===== src/rtl/luma_pkg.sv =====
// Shared types and helpers for the luma output path: pixel widths, pack FSM
// states and the 8-bit pixel clipper.
package luma_pkg;

   localparam int PIX_W      = 8;
   localparam int PE_OUT_W   = 17;
   localparam int WORD_BYTES = 4;

   typedef enum logic {EMPTY, FILL} pack_state_t;

   function automatic logic [PIX_W-1:0] clip_pix(input logic signed [PE_OUT_W:0] r);
      if (r < 0)
         return '0;
      else if (r > 18'sd255)
         return '1;
      else
         return r[PIX_W-1:0];
   endfunction

endpackage


===== src/rtl/luma_out_packer_fifo.sv =====
// Shift-register word FIFO: entry 0 is always the head, so the read side comes
// straight from flops; a full FIFO still accepts a write when it pops that cycle.
module sync_fifo_word #(
   parameter int WIDTH = 37,
   parameter int DEPTH = 4
) (
   input  logic                     clk,
   input  logic                     reset,
   input  logic                     wr_en,
   input  logic [WIDTH-1:0]         wr_data,
   input  logic                     rd_en,
   output logic                     rd_valid,
   output logic [WIDTH-1:0]         rd_data,
   output logic [$clog2(DEPTH):0]   level
);

   localparam int LW = $clog2(DEPTH) + 1;

   logic [WIDTH-1:0] mem      [DEPTH];
   logic [WIDTH-1:0] mem_next [DEPTH];
   logic [LW-1:0]    level_next;
   logic [LW-1:0]    wr_idx;
   logic             valid_q;
   logic             pop;
   logic             push;

   assign pop  = rd_en && valid_q;
   assign push = wr_en && ((level != LW'(DEPTH)) || pop);

   always_comb begin
      mem_next   = mem;
      wr_idx     = pop ? (level - LW'(1)) : level;
      level_next = level + LW'(push) - LW'(pop);
      if (pop) begin
         for (int i = 0; i < DEPTH - 1; i++)
            mem_next[i] = mem[i+1];
         mem_next[DEPTH-1] = '0;
      end
      for (int i = 0; i < DEPTH; i++)
         if (push && (wr_idx == LW'(i)))
            mem_next[i] = wr_data;
   end

   always_ff @(posedge clk or posedge reset) begin
      if (reset) begin
         for (int i = 0; i < DEPTH; i++)
            mem[i] <= '0;
         level   <= '0;
         valid_q <= 1'b0;
      end else begin
         mem     <= mem_next;
         level   <= level_next;
         valid_q <= (level_next != '0);
      end
   end

   assign rd_valid = valid_q;
   assign rd_data  = mem[0];

endmodule


===== src/rtl/luma_out_packer.sv =====
// Rounds, shifts and clips PE samples to 8-bit pixels, packs four per 32-bit
// word (shorter on block end) and queues the words for the frame-memory writer.
module luma_out_packer
   import luma_pkg::*;
#(
   parameter int SHIFT      = 6,
   parameter int FIFO_DEPTH = 4
) (
   input  logic                          clk,
   input  logic                          reset,
   input  logic                          Vin,
   input  logic [16:0]                   InData,
   input  logic                          last_in,
   input  logic                          out_ready,
   output logic                          out_valid,
   output logic [31:0]                   out_data,
   output logic [3:0]                    out_be,
   output logic                          out_last,
   output logic                          overflow,
   output logic [$clog2(FIFO_DEPTH):0]   fifo_level
);

   localparam int LW     = $clog2(FIFO_DEPTH) + 1;
   localparam int WORD_W = PIX_W * WORD_BYTES + WORD_BYTES + 1;
   localparam logic signed [PE_OUT_W:0] RND = 18'sd1 <<< (SHIFT - 1);

   logic signed [PE_OUT_W:0] sum;
   logic signed [PE_OUT_W:0] shifted;
   logic                     s1_valid;
   logic [PIX_W-1:0]         s1_pix;
   logic                     s1_last;

   pack_state_t   state, state_next;
   logic [1:0]    lane, lane_next;
   logic [23:0]   hold, hold_next;
   logic [31:0]   hold_ext;
   logic          emit;
   logic [31:0]   word_data;
   logic [3:0]    word_be;
   logic          word_last;
   logic          pop;
   logic          drop;
   logic [WORD_W-1:0] head;

   // One sign bit of headroom makes the rounding add overflow-free.
   assign sum     = $signed({InData[16], InData}) + RND;
   assign shifted = sum >>> SHIFT;

   always_ff @(posedge clk or posedge reset) begin
      if (reset) begin
         s1_valid <= 1'b0;
         s1_pix   <= '0;
         s1_last  <= 1'b0;
      end else begin
         s1_valid <= Vin;
         if (Vin) begin
            s1_pix  <= clip_pix(shifted);
            s1_last <= last_in;
         end
      end
   end

   always_ff @(posedge clk or posedge reset) begin
      if (reset) begin
         state <= EMPTY;
         lane  <= '0;
         hold  <= '0;
      end else begin
         state <= state_next;
         lane  <= lane_next;
         hold  <= hold_next;
      end
   end

   // Lane is 0 in EMPTY, so one word-assembly path serves both states.
   always_comb begin
      state_next = state;
      lane_next  = lane;
      hold_next  = hold;
      hold_ext   = {8'h00, hold};
      emit       = 1'b0;
      word_data  = '0;
      word_be    = '0;
      word_last  = 1'b0;
      if (s1_valid) begin
         for (int i = 0; i < WORD_BYTES; i++) begin
            if (i < int'(lane))
               word_data[i*8 +: 8] = hold_ext[i*8 +: 8];
            else if (i == int'(lane))
               word_data[i*8 +: 8] = s1_pix;
            if (i <= int'(lane))
               word_be[i] = 1'b1;
         end
         word_last = s1_last;
         hold_ext[int'(lane)*8 +: 8] = s1_pix;
         hold_next = hold_ext[23:0];
         unique case (state)
            EMPTY: begin
               if (s1_last) begin
                  emit = 1'b1;
               end else begin
                  state_next = FILL;
                  lane_next  = 2'd1;
               end
            end
            FILL: begin
               if ((lane == 2'd3) || s1_last) begin
                  emit       = 1'b1;
                  state_next = EMPTY;
                  lane_next  = 2'd0;
               end else begin
                  lane_next = lane + 2'd1;
               end
            end
            default: ;
         endcase
      end
   end

   assign pop  = out_valid && out_ready;
   assign drop = emit && (fifo_level == LW'(FIFO_DEPTH)) && !pop;

   always_ff @(posedge clk or posedge reset) begin
      if (reset)
         overflow <= 1'b0;
      else if (drop)
         overflow <= 1'b1;
   end

   sync_fifo_word #(
      .WIDTH (WORD_W),
      .DEPTH (FIFO_DEPTH)
   ) u_fifo (
      .clk      (clk),
      .reset    (reset),
      .wr_en    (emit),
      .wr_data  ({word_data, word_be, word_last}),
      .rd_en    (out_ready),
      .rd_valid (out_valid),
      .rd_data  (head),
      .level    (fifo_level)
   );

   assign out_data = head[WORD_W-1:5];
   assign out_be   = head[4:1];
   assign out_last = head[0];

endmodule


===== config.mk =====
export PLATFORM = sky130hd
export DESIGN_NAME = luma_out_packer
export DESIGN_NICKNAME = d
export VERILOG_FILES = /design/src/rtl/luma_pkg.sv /design/src/rtl/luma_out_packer_fifo.sv /design/src/rtl/luma_out_packer.sv
export SDC_FILE = /design/constraint.sdc
export NUM_CORES = 1
export LEC_CHECK = 0
export CORE_ASPECT_RATIO = 0.75
export CORE_MARGIN = 3
export CORE_UTILIZATION = 40
export DETAILED_ROUTE_END_ITERATION = 16
export PLACE_DENSITY = 0.6
export SLEW_MARGIN = 25
export SYNTH_ARGS = -nofsm -noshare
export SYNTH_HDL_FRONTEND = slang
export SYNTH_SLANG_ARGS = --single-unit

===== constraint.sdc =====
create_clock -name clk -period 5.9 [get_ports clk]
set_input_delay 0.885 -clock clk [delete_from_list [all_inputs] [get_ports clk]]
set_output_delay 0.885 -clock clk [all_outputs]
set_load 0.02 [all_outputs]

== After elaboration in Yosys (flattened, before gate mapping) ==
Index checks and enable logic that the tools add are counted.

* Register bits: 190
* Input bits: 22
* Output and inout bits: 42
* Word-level logic and storage cells: 91

* $add $sub $neg: 6
* Magnitude comparators: 8
* Eq/ne operators: 10
* Shifts and indexed selects: 2
* Muxes and demuxes: 32
* Bitwise operators: 1
* Reductions and logical operators: 19

{| class="wikitable"
|+ Operators with widths
! cell !! count
|-
| $mux W148 || 1
|-
| $mux W37 || 4
|-
| $mux W8 || 9
|-
| $neg A5 Y33 || 1
|-
| $shift A8 B33 Y32 const A || 1
|-
| $shiftx A8 B33 Y32 || 1
|-
| $bwmux W32 || 1
|-
| $mux W32 || 1
|-
| $add A17 B7 Y18 const B || 1
|-
| $gt A12 B9 Y1 const B || 1
|-
| $lt A12 B1 Y1 const B || 1
|-
| $mux W1 || 9
|-
| $logic_and A1 B1 Y1 || 8
|-
| $reduce_bool A2 Y1 || 4
|-
| $eq A3 B2 Y1 const B || 2
|-
| $eq A2 B2 Y1 const A || 2
|-
| $le A2 B2 Y1 const A || 2
|-
| $lt A1 B2 Y1 const A || 2
|-
| $mux W2 || 2
|-
| $mux W4 || 1
|-
| $pmux W1 S2 || 2
|-
| $pmux W2 S2 || 1
|-
| $add A3 B1 Y3 || 1
|-
| $eq A3 B1 Y1 const B || 1
|-
| other kinds (18) || 19
|}

== Logic depth before layout (Yosys ltp) ==
Gate-level depths: netlist of the first run.

* Word-level depth: 9
* Mapped depth: 10
* Depth with buffers taken out: 9

== By module ==
From an unflattened synthesis of the first run, not the netlist that was laid out.

* Cell total of the unflattened synthesis: 862
* Area total of the unflattened synthesis: 9713.1 µm²

{| class="wikitable"
|+ By module, submodules not included
! module !! instances !! cells each !! area an instance (µm²) !! sequential area each (µm²)
|-
| sync_fifo_word || 1 || 626 || 7414.6 || 3803.6
|-
| luma_out_packer || 1 || 236 || 2298.5 || 950.9
|}

== Worst setup path after synthesis of the first run ==
OpenSTA, ideal clock, no wires.

* Path type: input port to flip-flop
* Start point: input out_ready
* End point: register u_fifo.valid_q (netlist: u_fifo.rd_valid)
* Setup time: 131 ps
* Arrival: 2960 ps
* Data required time: 5769 ps
* Setup slack: 2808 ps
* Stages: 10
* Path buffers: 1
* Cell sequence: nand2_2 > inv_2 > buf_1 > ha_1 > inv_1 > ha_1 > fa_1 > xor2_1 > xnor2_1 > or3_1

* Word-level cells in the longest chain between the ends: 6

{| class="wikitable"
|+ RTL lines
! what !! RTL line !! source
|-
| start, declared || luma_out_packer.sv:14 || <nowiki>input logic out_ready,</nowiki>
|-
| $logic_and A1 B1 Y1 (*) || luma_out_packer_fifo.sv:27 || <nowiki>assign pop = rd_en && valid_q;</nowiki>
|-
| $logic_or A1 B1 Y1 || luma_out_packer_fifo.sv:28 || <nowiki>assign push = wr_en && ((level != LW'(DEPTH)) || pop);</nowiki>
|-
| $logic_and A1 B1 Y1 || luma_out_packer_fifo.sv:28 ||
|-
| $add A3 B1 Y3 || luma_out_packer_fifo.sv:33 || <nowiki>level_next = level + LW'(push) - LW'(pop);</nowiki>
|-
| $sub A3 B1 Y3 (*) || luma_out_packer_fifo.sv:33 ||
|-
| net u_fifo.level_next[2] || luma_out_packer_fifo.sv:21 || <nowiki>logic [LW-1:0] level_next;</nowiki>
|-
| $reduce_bool A3 Y1 (*) || luma_out_packer_fifo.sv:53 || <nowiki>valid_q <= (level_next != '0);</nowiki>
|-
| end signal, assigned || luma_out_packer_fifo.sv:53 ||
|-
| end, declared || luma_out_packer_fifo.sv:23 || <nowiki>logic valid_q;</nowiki>
|}

The timed path passes the listed nets; every way through them passes the cells marked *.
A chain may end at the register's enable or synchronous reset.

== Final worst setup path of the first run ==
* Start point: input out_ready
* End point: register u_fifo.mem (netlist bit u_fifo.rd_data[11])

* Word-level cells in the longest chain between the ends: 5
* Elaborated cells on any way between the ends: 8
* Classes of those cells: 2 x mux; 6 x reduce/logical

{| class="wikitable"
|+ RTL lines
! what !! RTL line !! source
|-
| $logic_and A1 B1 Y1 (*) || luma_out_packer_fifo.sv:27 ||
|-
| $mux W3 / $logic_or A1 B1 Y1 (equally long branches) || luma_out_packer_fifo.sv:32, luma_out_packer_fifo.sv:28 ||
|-
| $logic_not A3 Y1 / $logic_and A1 B1 Y1 (equally long branches) || luma_out_packer_fifo.sv:40, luma_out_packer_fifo.sv:28 ||
|-
| $logic_and A1 B1 Y1 || luma_out_packer_fifo.sv:40 || <nowiki>if (push && (wr_idx == LW'(i)))</nowiki>
|-
| $mux W37 / $reduce_bool A2 Y1 (equally long branches) || - ||
|-
| end signal, assigned || luma_out_packer_fifo.sv:51 || <nowiki>mem <= mem_next;</nowiki>
|-
| end, declared || luma_out_packer_fifo.sv:19 || <nowiki>logic [WIDTH-1:0] mem [DEPTH];</nowiki>
|}

Every way passes the cells marked *; elsewhere a longest branch is shown, timed or not.

==> results of run 1 <==
## tightest hold or removal path: stages (launching register included)
cell and delay, ps:
dfrtp_1 350, nand2_1 50, nand2_1 60
## routing by layer
layer	vias up	track usage (%)
met5	-	0
met1	2955	23.6
met2	91	25.5
li1	2777	-
met4	0	3.65
met3	6	3.52
## per-stage QoR
| step | instance area [um^2] | hold WS, ps | utilization, % |
|---|---|---|---|
| floorplan | 9300 | 447 | - |
| global placement | 9740 | 465 | 43.4 |
| detailed placement | 9740 | 470 | 43.4 |
| CTS | 10400 | 489 | 46.2 |
| global route | 10400 | 519 | 46.3 |
| finish | 10400 | 491 | 46.3 |
## cell usage after synthesis
cell type and n:
mux2i_1 217, dfrtp_1 190, nand2_1 78, buf_4 43, nand3_1 42, o21ai_1 37
a22o_1 25, clkbuf_1 25, o21ai_0 20, nor2_1 16, buf_1 12, ha_1 11
inv_1 10, buf_6 9, mux2_2 9, a211oi_1 8, xnor2_1 5, xor2_1 5
nand4_1 4, a21oi_1 3, buf_2 3, nor4b_2 3, and3_1 2, nor2_4 2
nor3_1 2, o22ai_1 2, or4b_1 2, a211o_1 1, a211oi_2 1, a21o_1 1
a31oi_1 1, a41o_1 1, and2_1 1, fa_1 1, inv_2 1, mux2_4 1
nand2_2 1, nand2b_1 1, nor3b_1 1, nor4bb_1 1, o21a_1 1, or3_1 1
## cell type report
class	count	area [um^2]	share of cell area (%)
clock buffer	17	425	4.09
clock inverter	15	208	2.00
inverter	11	45.0	0.433
multi-input combinational	507	3930	37.8
sequential	190	4750	45.7
tap	294	368	3.54
timing repair buffer	66	673	6.47
## power breakdown
group          switching, mW  internal (mW)
clock network          0.525          0.717
registers              0.158           1.50
logic                  0.622          0.483
total                   1.31           2.70
## worst paths after layout
kind                                     from                 end  slack, ps  cells after the start
worst min register to register  u_fifo.mem[1]       u_fifo.mem[1]        490                      2
min in group asynchronous               reset      u_fifo.mem[79]        930                      3
max in group asynchronous               reset      u_fifo.mem[96]       4090                      4
worst max-delay path                out_ready  u_fifo.rd_data[11]       2220                      8
worst max register to register        lane[1]  u_fifo.rd_data[11]       2260                      6
worst min-delay path            u_fifo.mem[1]       u_fifo.mem[1]        490                      2
## registers in the layout (all words and copies together) (netlist names)
register	cells
u_fifo.level	3
u_fifo.rd_data	37
u_fifo.mem	111
overflow	1
s1_last	1
state	1
lane	2
s1_pix	8
s1_valid	1
hold	24
u_fifo.rd_valid	1
## cells by family after synthesis
kind of cell,Yosys count
and+or+nand+nor,157
buffers and inverters,103
adders and majority gates,12
AOI/OAI and AO/OA,101
DFF,190
xor gates and xnor gates,10
muxes,227
==> results.yml, run 1 <==
status:
  status: "finished, final reports clean"
clock_tree:
  cts.clk_slew.worst_paths_ps: 70
  clk_latency_ps: 430
  cts_made_buffers: 17
  clock_sinks: 190
  h-tree-depth: 4
  ctsLongestPathBuffers: 2
  root_buffer: "clkbuf_16"
  cts_post_setup_buffers_inserted: 0
  cts_hold_buf: 0
  ctsResizeCount: 0
  cts_tree: "yes"
global_routing:
  grt_usage_pct: 16.3
  antenna_found_initial: 0
  grt_pass1_vias: 6115
  grt_max_degree: 191
  grt-ovfl-total: 0
  grt_pass1_wl_um: 33200
critical_path:
  critPathBufInv: 3
  critPathKind: "in2reg"
  cp_data_arrival_time_ps: 4020
  max_stage_delay_ps: 730
  crit_family: "simple AND/OR/NAND/NOR gates"
  cp-start-kind: "input pin"
  cp_max_fo: 37
  cp-end-kind: "flip-flop"
  path_cells: "clkdlybuf4s50_1 -> nand2_4 -> inv_2 -> ha_1 -> nand4_1 -> nor2_4 -> buf_4 -> mux2i_1"
  cp_slowest_cell: "nor2_4"
  required_ps: 6240
route:
  met3_wirelength_um: 627
  met2_wirelength_um: 9110
  drt-met1-wl_um: 9850
  viasPerCell: 5.30
  drc: 0
  avgRoutedWirePerCell_um: 17.9
  drtIter0Drc: 323
  num_vias: 5829
  routed_wl_um: 19700
  antenna_left: 0
  top_layer: "met4"
  firstDrtPassIters: 4
floorplan:
  die_width_um: 182
  core_region_area_um2: 22500
  die-area_um2: 25100
  initial_core_util_pct: 41.4
  io_pins: 64
  placementRows: 47
  fp.dieH_um: 138
synthesis:
  synthMuxAreaShare_pct: 24.6
  synth_area_um2: 9290
  yosys.area.top_type: "dfrtp_1"
  ys_top_cells_by_area: "dfrtp_1 51%, mux2i_1 23%, buf_4 3.5%"
  yosysTopAreaCellShare_pct: 51.2
  syn_nets: 834
  synth-seq-area-share_pct: 51.2
  syn-instance-count: 800
  yosysUniqueCellTypes: 42
  synth-xor-area-share_pct: 0.943
  syn_avg_cell_area_um2: 11.6
  synth_compound_area_share_pct: 6.93
  synth_warnings: 0
  synth_simple_gate_area_share_pct: 7.97
  synth_top_family_by_area: "multiplexers"
  synth_fa_ha_area_share_pct: 1.70
  ys_ff_latch: 190
cells_and_area:
  final_cell_mix: "217 x mux2i_1, 190 x dfrtp_1, 78 x nand2_1, 58 x clkdlybuf4s50_1, 42 x nand3_1"
  areaGrowthSynthToFinish_pct: 12.0
  fillers: 2020
  final_cells: 1100
  drive_above_1_share_pct: 7.57
  mostFrequentLayoutCell: "mux2i_1"
  finish.net_count: 827
  diodes: 0
sta:
  clock_skew_ps: 12.0
  worst_slew_pin_slew_ps: 874
  setup_slack_ps: 2220
  rsz0062_at_grt: "false"
  slew-limit-headroom_pct: 41.7
  fin_crit_sh_pct: 62.3
  hold_viol_final: 0
  final_max_slew_viol_count: 0
  min_period_ps: 3680
  fin_setup_tns_ps: 0
  fmax_ghz: 0.272
  setup_viol: 0
power_and_ir_drop:
  peakVddDrop_uv: 212
  power.leakage_nw: 4.85
  power_mw: 4.01
  power_density_nw_per_um2: 385
placed_design:
  dpl_worst_slack_ps: 1750
  port_buffers: 58
  gp_congestion: 0.818
  place_inst: 1067
  hpwl_um: 12100
run:
  cap_viol_max_count: 0
hold_path:
  hp-class: "reg2reg"
No activity file was read; power rests on OpenSTA's default activity.
==> run 2, diff against run 1 <==
--- a/config.mk
+++ b/config.mk
@@ -9,7 +9,7 @@
 export CORE_MARGIN = 3
 export CORE_UTILIZATION = 40
 export DETAILED_ROUTE_END_ITERATION = 16
-export PLACE_DENSITY = 0.6
+export PLACE_DENSITY = 0.58
 export SLEW_MARGIN = 25
 export SYNTH_ARGS = -nofsm -noshare
 export SYNTH_HDL_FRONTEND = slang
==> constraint.sdc (replaced) <==
create_clock -name clk -period 3.45 [get_ports clk]
set_input_delay 0.5175 -clock clk [delete_from_list [all_inputs] [get_ports clk]]
set_output_delay 0.5175 -clock clk [all_outputs]
set_load 0.02 [all_outputs]
==> run 2 against run 1 <==
Effect of this change:
- cell area is 0.75% higher
- clock-buffer cell count up 6
- critical path depth decreased by 1
- combinational power increased by 74%
- highest routed layer unchanged
- hold slack lost 8.4 ps
- largest cell class unchanged
- first-iteration DRC count is 19% higher
- flip-flop and latch count is the same
- sequential power increased by 71%
- non-clock buffer count grew 6
==> results.yml, run 2 (same netlist as run 1, synthesis figures left out) <==
cells_and_area:
  finish.net_count: 833
  final_cell_mix: "217 x mux2i_1, 190 x dfrtp_1, 78 x nand2_1, 58 x clkdlybuf4s50_1, 42 x nand3_1"
  drive_above_1_share_pct: 8.00
  areaGrowthSynthToFinish_pct: 12.8
  fillers: 2027
  mostFrequentLayoutCell: "mux2i_1"
  top_register: "u_fifo.mem"
  multi_input_area_um2: 3920
  diodes: 0
  regArea_um2: 4750
  largest_register_ffs: 111
  final_design_area_no_fill_um2: 10500
critical_path:
  required_ps: 3730
  cp_max_fo: 73
  cp-start-kind: "flip-flop"
  critPathBufInv: 1
  cp_slowest_cell: "dfrtp_1"
  max_stage_delay_ps: 740
  cp-end-kind: "flip-flop"
  setup.worst_path.start: "lane[1]"
  cp_data_arrival_time_ps: 3090
  critPathKind: "reg2reg"
  timing.rr.start: "lane[1]"
  crit_family: "simple AND/OR/NAND/NOR gates"
  path_cells: "ha_1 -> a21o_1 -> nand2_1 -> or4b_2 -> buf_4 -> nand3_1 -> o21ai_1"
clock_tree:
  cts_hold_buf: 0
  cts.clk_slew.worst_paths_ps: 70
  clk_latency_ps: 430
  clock_sinks: 190
  cts_made_buffers: 17
  root_buffer: "clkbuf_16"
  cts_tree: "yes"
  cts_post_setup_buffers_inserted: 0
  h-tree-depth: 4
  ctsLongestPathBuffers: 2
  ctsResizeCount: 0
route:
  routed_wl_um: 20000
  firstDrtPassIters: 4
  antenna_left: 0
  drtIter0Drc: 384
  top_layer: "met4"
  avgRoutedWirePerCell_um: 18.1
  drc: 0
  met2_wirelength_um: 9440
  viasPerCell: 5.38
  num_vias: 5950
  drt-met1-wl_um: 9730
  met3_wirelength_um: 536
sta:
  fmax_ghz: 0.356
  slew-limit-headroom_pct: 42.1
  worst_slew_pin_slew_ps: 869
  fin_crit_sh_pct: 81.5
  setup_viol: 0
  clock_skew_ps: 7.48
  final_max_slew_viol_count: 0
  min_period_ps: 2810
  hold_viol_final: 0
  rsz0062_at_grt: "false"
  fin_setup_tns_ps: 0
power_and_ir_drop:
  peakVddDrop_uv: 326
  power_density_nw_per_um2: 657
  power.leakage_nw: 4.90
global_routing:
  grt_max_degree: 74
  grt_usage_pct: 16.3
  grt_pass1_vias: 6294
  grt_pass1_wl_um: 33400
  antenna_found_initial: 0
  grt-ovfl-total: 0
floorplan:
  placementRows: 47
  io_pins: 64
  fp.dieH_um: 138
  die_width_um: 182
  core_region_area_um2: 22500
  die-area_um2: 25100
  initial_core_util_pct: 41.4
placed_design:
  dpl_cell_area_um2: 9840
  port_buffers: 58
  hpwl_um: 12800
  gp_congestion: 0.781
hold_path:
  hp-class: "reg2reg"
  min-delay-start: "u_fifo.mem[1]"
status:
  status: "finished, final reports clean"
run:
  cap_viol_max_count: 0
==> run 2: final cells by class <==
class,instances,area share (%)
Tap cell,294,3.51
Multi-Input combinational cell,507,37.4
Sequential cell,190,45.4
Inverter,11,0.430
Clock buffer,23,4.66
Timing Repair Buffer,72,7.14
Clock inverter,9,1.48
==> run 2: power breakdown <==
part	internal (mW)	switching, mW	total (mW)	leakage [nW]
Sequential	2.57	0.270	2.84	2.59
Clock	1.29	0.835	2.13	0.314
Combinational	0.838	1.08	1.91	2.00
Total	4.70	2.18	6.88	4.90
==> run 2: worst paths after layout <==
check                                 endpoint  slack (ps)  cells after the start
worst max-delay path            u_fifo.mem[18]         640                      7
worst min-delay path             u_fifo.mem[1]         480                      2
worst max register to register  u_fifo.mem[18]         640                      7
worst min register to register   u_fifo.mem[1]         480                      2
max in group asynchronous       u_fifo.mem[62]        2270                      3
min in group asynchronous       u_fifo.mem[43]         530                      2
==> run 2: through the flow <==
step	total power, mW	std cells	util (%)	setup slack (ps)	hold WS (ps)
after global routing	7.26	1106	46.7	411	517
after detailed placement	4.81	1074	43.8	433	464
after floorplan	4.29	800	-	484	447
after global placement	4.74	1074	43.8	488	463
after CTS	6.97	1106	46.7	635	482
final	6.88	1106	46.7	640	483
==> run 2: worst register-to-register path, delay by kind of cell, from the launching register on <==
family	cells	cell delay, ps
compound gates	2	280
fa+ha+maj	1	290
buf+inv	1	390
flops	1	740
simple gates	3	980
==> run 2: layer usage <==
layer,track usage (%),up-vias
li1,-,2795
met1,22.9,3028
met2,26.3,104
met3,2.89,23
met4,4.69,0
met5,0,-
==> run 3, diff against run 2 <==
==> constraint.sdc (replaced) <==
create_clock -name clk -period 2.9 [get_ports clk]
set_input_delay 0.435 -clock clk [delete_from_list [all_inputs] [get_ports clk]]
set_output_delay 0.435 -clock clk [all_outputs]
set_load 0.02 [all_outputs]
==> run 3 against run 2 <==
Effect of this change:
- non-clock buffer count rose by 2
- worst setup slack got worse by 340 ps
- fmax rose by 8.0%
- wire length rose by 0.70%
- combinational power rose by 21%
- first-iteration DRC count fell by 22%
- hold slack got worse by 99 ps
- final cell count did not move
- sequential share of layout area barely moved
- critical endpoint is now u_fifo.mem[36]
==> results.yml, run 3 (same netlist as run 1, synthesis figures left out) <==
status:
  status: "finished, final reports clean"
sta:
  setup_slack_ps: 298
  min_period_ps: 2600
  slew-limit-headroom_pct: 41.3
  worst_slew_pin_slew_ps: 881
  fmax_ghz: 0.384
  final_max_slew_viol_count: 0
  hold_viol_final: 0
  rsz0062_at_grt: "false"
  fin_crit_sh_pct: 89.7
  fin_setup_tns_ps: 0
  setup_viol: 0
  clock_skew_ps: 8.52
cells_and_area:
  finish.net_count: 835
  areaGrowthSynthToFinish_pct: 12.8
  top_register: "u_fifo.mem"
  final_cell_mix: "217 x mux2i_1, 190 x dfrtp_1, 78 x nand2_1, 58 x clkdlybuf4s50_1, 42 x nand3_1"
  mostFrequentLayoutCell: "mux2i_1"
  diodes: 0
  fillers: 2064
  final_design_area_no_fill_um2: 10500
  largest_register_ffs: 111
  drive_above_1_share_pct: 8.13
  utilization_pct: 46.6
clock_tree:
  cts_tree: "yes"
  cts_hold_buf: 0
  cts_post_setup_buffers_inserted: 0
  ctsResizeCount: 0
  cts.clk_slew.worst_paths_ps: 60
  clock_sinks: 190
  cts_made_buffers: 17
  clk_latency_ps: 430
  h-tree-depth: 4
  ctsLongestPathBuffers: 2
  root_buffer: "clkbuf_16"
global_routing:
  grt-ovfl-total: 0
  grt_pass1_wl_um: 33400
  grt_usage_pct: 16.4
  antenna_found_initial: 0
  grt_max_degree: 74
  grt_pass1_vias: 6198
floorplan:
  initial_core_util_pct: 41.4
  die-area_um2: 25100
  die_width_um: 182
  core_region_area_um2: 22500
  placementRows: 47
  fp.dieH_um: 138
  io_pins: 64
hold_path:
  hp-class: "in2async"
critical_path:
  r2r_cells: 9
  r2r_setup_slack_ps: 300
  crit_family: "simple AND/OR/NAND/NOR gates"
  cp_max_fo: 73
  reg2reg_to: "u_fifo.mem[36]"
  cpMostUsedCell: "ha_1"
  timing.rr.start: "u_fifo.level[1]"
  max_stage_delay_ps: 660
  path_cells: "inv_1 -> ha_1 -> ha_1 -> a211o_1 -> o21ai_0 -> or4b_2 -> buf_12 -> nand3_1 -> o21ai_1"
  cp_data_arrival_time_ps: 2900
  critPathBufInv: 2
  cp-end-kind: "flip-flop"
  cp_slowest_cell: "or4b_2"
  critPathKind: "reg2reg"
  required_ps: 3200
  cp-start-kind: "flip-flop"
power_and_ir_drop:
  peakVddDrop_uv: 415
  power.leakage_nw: 4.90
  power_mw: 8.11
  power_density_nw_per_um2: 774
placed_design:
  dpl_cell_area_um2: 9870
  dpl_worst_slack_ps: 77.4
  hpwl_um: 12700
  gp_congestion: 0.777
  port_buffers: 58
route:
  drc: 0
  num_vias: 5930
  antenna_left: 0
  firstDrtPassIters: 4
  drtIter0Drc: 300
  viasPerCell: 5.36
  avgRoutedWirePerCell_um: 18.2
  routed_wl_um: 20100
run:
  cap_viol_max_count: 0
[run 3: cell count changes in the layout (fill, tap and decap cells not counted)]
cell,change
buf_12,+1
buf_4,+1
clkbuf_1,-1
clkbuf_8,-3
clkinv_2,+1
clkinv_4,+1
clkinvlp_4,+1
inv_6,-1
[run 3: layout make-up]
class	instances	area [um^2]	area share [%]
inverters	11	45.0	0.430
multi-input cells	507	3920	37.4
flip-flops and latches	190	4750	45.4
repair buffers	74	776	7.40
clock buffers	19	443	4.23
well taps	294	368	3.51
clock inverters	11	168	1.60
[run 3: how the worst max path moves through the flow]
stage                               start               to  slack [ps]  depth (start not counted)
after CTS                 u_fifo.level[1]   u_fifo.mem[36]         300                          9
after floorplan                     reset          hold[0]          20                          1
after global placement          out_ready  u_fifo.rd_valid         120                         10
final                     u_fifo.level[1]   u_fifo.mem[36]         300                          9
after detailed placement        out_ready  u_fifo.rd_valid          80                         10
after global routing      u_fifo.level[1]   u_fifo.mem[36]         180                          9
[run 3: metrics by stage]
stage,hold WS [ps],instances
after detailed placement,469,1076
after global routing,390,1106
final,384,1106
after CTS,374,1106
after floorplan,447,800
after global placement,466,1076
[run 3: layer usage]
metal / vias up / global-route usage, % / part of all wire (%)
met4: 0 / 4.57 / 1.4
met3: 19 / 2.91 / 3.6
met1: 3006 / 23.7 / 48
li1: 2790 / - / -
met5: - / 0 / 0
met2: 115 / 25.4 / 47
[run 3: power by group]
part	total [mW]	internal (mW)	switching, mW
registers	3.35	3.06	0.294
logic	2.32	1.01	1.30
clock network	2.44	1.45	0.985
